--- config.mk ---
export PLATFORM = sky130hd
export DESIGN_NAME = act_hlink_feeder
export DESIGN_NICKNAME = d
export VERILOG_FILES = /design/src/rtl/act_feeder_pkg.sv /design/src/rtl/act_word_fifo.sv /design/src/rtl/act_hlink_feeder.sv
export SDC_FILE = /design/constraint.sdc
export NUM_CORES = 1
export LEC_CHECK = 0
export BUFFER_PORTS_ARGS = -buffer_cell sky130_fd_sc_hd__buf_2
export CAP_MARGIN = 5
export CORE_MARGIN = 2
export CORE_UTILIZATION = 50
export CTS_BUF_LIST = sky130_fd_sc_hd__clkbuf_2
export DETAILED_ROUTE_END_ITERATION = 10
export PLACE_DENSITY_LB_ADDON = 0.2
export REMOVE_ABC_BUFFERS = 1
export SYNTH_ARGS = -nofsm -noshare
export SYNTH_HDL_FRONTEND = slang
export SYNTH_SLANG_ARGS = --single-unit
export TNS_END_PERCENT = 30
--- constraint.sdc ---
create_clock -name clk -period 8.7 [get_ports clk]
set_clock_uncertainty 0.05 [all_clocks]
set_input_delay 0.435 -clock clk [delete_from_list [all_inputs] [get_ports clk]]
set_output_delay 0.435 -clock clk [all_outputs]
set_load 0.02 [all_outputs]
--- src/rtl/act_feeder_pkg.sv ---
// Shared types and defaults for the activation-to-hlink feeder.
package act_feeder_pkg;

    localparam int unsigned MAC_NUM = 8;
    localparam int unsigned FIFO_AW = 2;

    typedef enum logic [1:0] {
        ST_IDLE  = 2'd0,
        ST_PACK  = 2'd1,
        ST_DRAIN = 2'd2,
        ST_DONE  = 2'd3
    } feeder_state_e;

    // Saturating increment for the 16-bit word counter
    function automatic logic [15:0] sat_inc16(input logic [15:0] v);
        return (v == 16'hFFFF) ? v : v + 16'd1;
    endfunction

endpackage

--- src/rtl/act_word_fifo.sv ---
// Synchronous first-word-fall-through word FIFO with registered full/empty.
module act_word_fifo #(
    parameter int unsigned WIDTH = 64,
    parameter int unsigned DEPTH = 4
) (
    input  logic             clk,
    input  logic             rst,
    input  logic             push,
    input  logic [WIDTH-1:0] push_data,
    input  logic             pop,
    output logic [WIDTH-1:0] pop_data,
    output logic             full,
    output logic             empty
);

    localparam int unsigned AW = $clog2(DEPTH);
    localparam int unsigned CW = AW + 1;

    logic [WIDTH-1:0] r_mem [DEPTH];
    logic [AW-1:0]    r_wr_ptr;
    logic [AW-1:0]    r_rd_ptr;
    logic [CW-1:0]    r_count;
    logic             r_full;
    logic             r_empty;
    logic [CW-1:0]    w_count_nxt;
    logic             w_push;
    logic             w_pop;

    // A push into a full FIFO is allowed when a pop frees the slot in the same cycle
    assign w_pop       = pop && !r_empty;
    assign w_push      = push && (!r_full || w_pop);
    assign w_count_nxt = r_count + CW'(w_push) - CW'(w_pop);

    always_ff @(posedge clk) begin
        if (w_push) begin
            r_mem[r_wr_ptr] <= push_data;
        end
    end

    always_ff @(posedge clk) begin
        if (rst) begin
            r_wr_ptr <= '0;
            r_rd_ptr <= '0;
            r_count  <= '0;
            r_full   <= 1'b0;
            r_empty  <= 1'b1;
        end else begin
            if (w_push) begin
                r_wr_ptr <= r_wr_ptr + AW'(1);
            end
            if (w_pop) begin
                r_rd_ptr <= r_rd_ptr + AW'(1);
            end
            r_count <= w_count_nxt;
            r_full  <= (w_count_nxt == CW'(DEPTH));
            r_empty <= (w_count_nxt == '0);
        end
    end

    assign pop_data = r_mem[r_rd_ptr];
    assign full     = r_full;
    assign empty    = r_empty;

endmodule

--- src/rtl/act_hlink_feeder.sv ---
// Packs activation elements into hlink words, buffers them, and broadcasts
// each word to all masked head rows once none of them is almost full.
module act_hlink_feeder #(
    parameter int unsigned HNUM       = 8,
    parameter int unsigned GBUS_DATA  = 64,
    parameter int unsigned IDATA_BIT  = 8,
    parameter int unsigned MAC_NUM    = GBUS_DATA / IDATA_BIT,
    parameter int unsigned FIFO_DEPTH = 4
) (
    input  logic                      clk,
    input  logic                      rst,
    input  logic                      start,
    input  logic [HNUM-1:0]           cfg_head_mask,
    input  logic                      s_valid,
    output logic                      s_ready,
    input  logic [IDATA_BIT-1:0]      s_data,
    input  logic                      s_last,
    input  logic [HNUM-1:0]           abuf_almost_full,
    output logic [HNUM*GBUS_DATA-1:0] hlink_wdata,
    output logic [HNUM-1:0]           hlink_wen,
    output logic                      busy,
    output logic                      done,
    output logic [15:0]               words_sent
);

    import act_feeder_pkg::*;

    localparam int unsigned LANE_W = (MAC_NUM > 1) ? $clog2(MAC_NUM) : 1;

    feeder_state_e              r_state;
    logic [HNUM-1:0]            r_mask;
    logic [LANE_W-1:0]          r_lane;
    logic [GBUS_DATA-1:0]       r_pack;
    logic [HNUM-1:0]            r_wen;
    logic [HNUM*GBUS_DATA-1:0]  r_wdata;
    logic                       r_busy;
    logic                       r_done;
    logic [15:0]                r_words;

    logic                       w_hs;
    logic                       w_lane_last;
    logic                       w_push;
    logic                       w_pop;
    logic [GBUS_DATA-1:0]       w_elem_word;
    logic [GBUS_DATA-1:0]       w_push_word;
    logic [GBUS_DATA-1:0]       w_fifo_rd;
    logic                       w_fifo_full;
    logic                       w_fifo_empty;

    assign s_ready     = (r_state == ST_PACK) && !w_fifo_full;
    assign w_hs        = s_valid && s_ready;
    assign w_lane_last = (r_lane == LANE_W'(MAC_NUM - 1));
    assign w_push      = w_hs && (w_lane_last || s_last);
    assign w_elem_word = GBUS_DATA'(s_data) << (r_lane * IDATA_BIT);
    assign w_push_word = r_pack | w_elem_word;
    // Broadcast is all-or-nothing: any masked row near full holds every row
    assign w_pop       = !w_fifo_empty && ((abuf_almost_full & r_mask) == '0);

    act_word_fifo #(
        .WIDTH (GBUS_DATA),
        .DEPTH (FIFO_DEPTH)
    ) u_fifo (
        .clk       (clk),
        .rst       (rst),
        .push      (w_push),
        .push_data (w_push_word),
        .pop       (w_pop),
        .pop_data  (w_fifo_rd),
        .full      (w_fifo_full),
        .empty     (w_fifo_empty)
    );

    // Lane packer; unwritten lanes stay zero because the register clears on push
    always_ff @(posedge clk) begin
        if (rst) begin
            r_lane <= '0;
            r_pack <= '0;
        end else if (w_hs) begin
            if (w_push) begin
                r_lane <= '0;
                r_pack <= '0;
            end else begin
                r_lane <= r_lane + LANE_W'(1);
                r_pack <= w_push_word;
            end
        end
    end

    // Output stage: popped word appears on masked rows the following cycle
    always_ff @(posedge clk) begin
        if (rst) begin
            r_wen   <= '0;
            r_wdata <= '0;
        end else begin
            r_wen <= w_pop ? r_mask : '0;
            for (int h = 0; h < int'(HNUM); h++) begin
                r_wdata[h*GBUS_DATA +: GBUS_DATA] <= (w_pop && r_mask[h]) ? w_fifo_rd : '0;
            end
        end
    end

    // Control FSM with registered busy/done and the word counter
    always_ff @(posedge clk) begin
        if (rst) begin
            r_state <= ST_IDLE;
            r_mask  <= '0;
            r_busy  <= 1'b0;
            r_done  <= 1'b0;
            r_words <= '0;
        end else begin
            r_done <= 1'b0;
            if (w_pop) begin
                r_words <= sat_inc16(r_words);
            end
            case (r_state)
                ST_IDLE: begin
                    if (start && (cfg_head_mask != '0)) begin
                        r_mask  <= cfg_head_mask;
                        r_words <= '0;
                        r_state <= ST_PACK;
                        r_busy  <= 1'b1;
                    end
                end
                ST_PACK: begin
                    if (w_hs && s_last) begin
                        r_state <= ST_DRAIN;
                    end
                end
                ST_DRAIN: begin
                    // Empty here means the last pop has already been emitted
                    if (w_fifo_empty) begin
                        r_state <= ST_DONE;
                        r_done  <= 1'b1;
                    end
                end
                ST_DONE: begin
                    r_state <= ST_IDLE;
                    r_busy  <= 1'b0;
                end
                default: begin
                    r_state <= ST_IDLE;
                    r_busy  <= 1'b0;
                end
            endcase
        end
    end

    assign hlink_wen   = r_wen;
    assign hlink_wdata = r_wdata;
    assign busy        = r_busy;
    assign done        = r_done;
    assign words_sent  = r_words;

endmodule

==> impl_results.md <==
- Outcome: complete, no violations
- Storage cell area: ~20000 um2
- Setup ws final: about 4700 ps
- Root buffer cell: clkbuf_2
- IO Pins: ~570
- First-pass GRT wire length: a little over 100 mm
- Fill count: 4424
- Leakage power: around 0.015 uW
- Die area: ~56000 um2
- CP endpoint kind: register
- DR pass1 iterations: 5
- Synth top area share: 46.1%
- Worst EP arrival: 5130 ps
- Area contributors post-synth: dfxtp_1, edfxtp_1, nor2_1
- CTS sink cnt: just under 900
- Non-Filler Instances: between 3000 and 4000
- Vias after detailed routing: about 19000
- Synth area leader: dfxtp_1
- Die Ht: 237 um
- Area growth, synth to finish: 21.1%
- Hold crit path type: primary input to register
- Clock latency on the worst-skew pair: roughly 1400 ps
- Antenna Nets Post-Route: 0
- CTS tree: done
- Largest stage delay, worst path: around 740 ps
- Post-Synthesis Cells: 2184
- Initial Util: around 50%
- Die X: approximately 240 um
- Setup-failing EPs final: 0
- Slowest library cell on the worst path: dlygate4sd3_1
- Post-synth EDFFs: approximately 260
- Post-Synth Simple-Gate Area: between 10% and 20%
- Max Clock Freq: about 250 MHz
- H-tree depth: 4
- Worst-Margin Slew: between 1000 and 1500 ps
- Vias per std cell: between 4 and 5
- Fraction of layout cells with a size suffix above 1: approximately 33%
- CP cell instances: a222oi_1 -> dlygate4sd3_1 -> and3_1 -> nand2_1 -> dlygate4sd3_1 -> inv_1 -> ha_1 -> inv_1 -> ha_1 -> inv_1 -> fa_1 -> xnor2_1 -> nor2_1 -> and3_1
- Setup Fix Bufs, Post-CTS: 0
- Main flop type after synthesis: dfxtp_1
- PostCTS Resize Cnt: 0
- Buffers on Ports: ~570
- Yosys reg bits: 882
- Nets: 2944
- Hold bufs inserted after CTS: 58
- Mux cell area share after synthesis: under 10%
- Warnings from Yosys: 0
- RePlAce Congestion: between 0.8 and 0.9
- Most frequent cells after synthesis: dfxtp_1, nor2_1, edfxtp_1
- DRT iter0 DRCs: 1004
- VDD IR max: between 150 and 200 uV
- Dpl ws: 5480 ps
- Vias in the first global route: approximately 19000
- Antenna violations before repair: 3
- # rows: 85
- Footprint of the multi-input gates: 6360 um2
- Crit share post-route: 45.7%
- Global Route Usage Sum: 23.9%
- Synth async-reset ratio: 0%
- Crit Path Category: register to register
- Remaining global-route overflow: 0
- Largest family of logic cells by synthesized area: simple AND/OR/NAND/NOR gates
- Post-synthesis xor/xnor area fraction: 0.258%
- CP most frequent cell: inv_1
- Pins Over Slew Limit: 0
- Fin crit period: around 4000 ps
- DR DRC count: 0
- Dpl cells: 3330
- Synthesized area: 27200 um2
- Core box area: between 50000 and 60000 um2
- Sequential element share of the synthesized area: 74.4%
- Pwr Density: approximately 260 nW/um2
- Synth unique cells: 47
- Largest net degree at the start of global routing: 68
- Setup TNS: 0 ps
- Inserted Clock Buffers: 206
- Clock Pin Slew Worst Setup and Hold Paths: between 100 and 150 ps
- Max Cap Violations: 0
- Routed Wire Length: between 60 and 70 mm
- Adder-cell share of the synthesized area: less than 1%
- CP startpoint kind: register
- Synthesized area per cell: ~12 um2
- RSZ-0062 raised after global routing: no
- Final hold vios: 0
- Clk buf depth: 3
- Dpl hpwl: about 39 mm
- Crit path max fanout: 14
- Top-count cell post-synth: dfxtp_1
- Crit path required time: just under 10000 ps
- Slew headroom: about 28%
- Wire per inst: about 18 um
- Compound-gate portion of the synthesized area: 4.09%
==> path summary, 6_finish.rpt <==
kind / startpoint / endpoint / slack (ps) / cells after the start
max: r_mask[2] / u_fifo.full / 4720 / 14
min: s_data[6] / u_fifo.r_mem[2][54] / 220 / 3
min reg2reg: r_pack[34] / r_pack[34] / 450 / 2
max reg2reg: r_mask[2] / u_fifo.full / 4720 / 14
==> layout by cell type, fill, tap and decap left out, drive strengths merged, types with 6 or more instances in the layout <==
cell,n
a21o,64
a21oi,22
and2,6
and3,6
buf,573
clkbuf,319
clkinv,30
dfxtp,626
dlygate4sd3,58
edfxtp,256
ha,14
inv,30
mux2,64
mux2i,68
nand2,99
nand3,17
nor2,595
nor3b,67
nor4,7
o21ai,76
==> cell type report <==
cell class	count	area share (%)
Tap cell	696	2.65
Multi-Input combinational cell	1155	19.3
Sequential cell	882	61.5
Clock inverter	42	0.841
Clock buffer	319	4.85
Inverter	24	0.274
Antenna cell	3	0.0228
Timing Repair Buffer	631	10.5
==> critical path: cells and delay by family (launching register included) <==
family / cells / cell delay, ps
buf+inv: 5 / 1650
fa+ha+maj: 3 / 790
simple gates: 4 / 550
flops: 1 / 370
compound gates: 1 / 320
xor+xnor: 1 / 170
==> report_power, final <==
part	switching, uW	internal (uW)
Sequential	141	4390
Combinational	1090	407
Clock	1550	1080
Total	2790	5880
==> flip-flops by register name, indices dropped and copies added (netlist names), named ones only <==
name	flops
busy	1
done	1
hlink_wdata	512
hlink_wen	8
r_lane	3
r_mask	8
r_pack	64
r_state	2
u_fifo.empty	1
u_fifo.full	1
u_fifo.r_count	3
u_fifo.r_mem	256
u_fifo.r_rd_ptr	2
u_fifo.r_wr_ptr	2
words_sent	16
==> kinds of logic after synthesis <==
| logic type | after synthesis |
|---|---|
| compound gates | 179 |
| fa+ha+maj | 15 |
| xor+xnor | 8 |
| mux | 132 |
| simple gates | 821 |
| flops | 882 |
| buf+inv | 147 |
==> per-stage QoR <==
stage / hold slack, ps / total power [uW] / utilization, % / area [um2]
5_1_grt: 68.0 / 9120 / 61.1 / 32900
3_5_place_dp: 437 / 6100 / 56.5 / 30400
2_1_floorplan: 393 / 5570 / - / 26600
6_report: 216 / 8660 / 61.1 / 32900
4_1_cts: 30.6 / 8760 / 61.1 / 32900
3_3_place_gp: 420 / 6060 / 56.5 / 30400
==> per-layer routing <==
metal / up-vias / part of all wire (%) / global-route usage, %
li1: 8821 / - / -
met1: 8940 / 41 / 28.7
met2: 627 / 50 / 40.5
met3: 120 / 6.5 / 7.12
met4: 0 / 2.2 / 9.30
met5: - / 0 / 0
(Power assumes the default switching activity.)
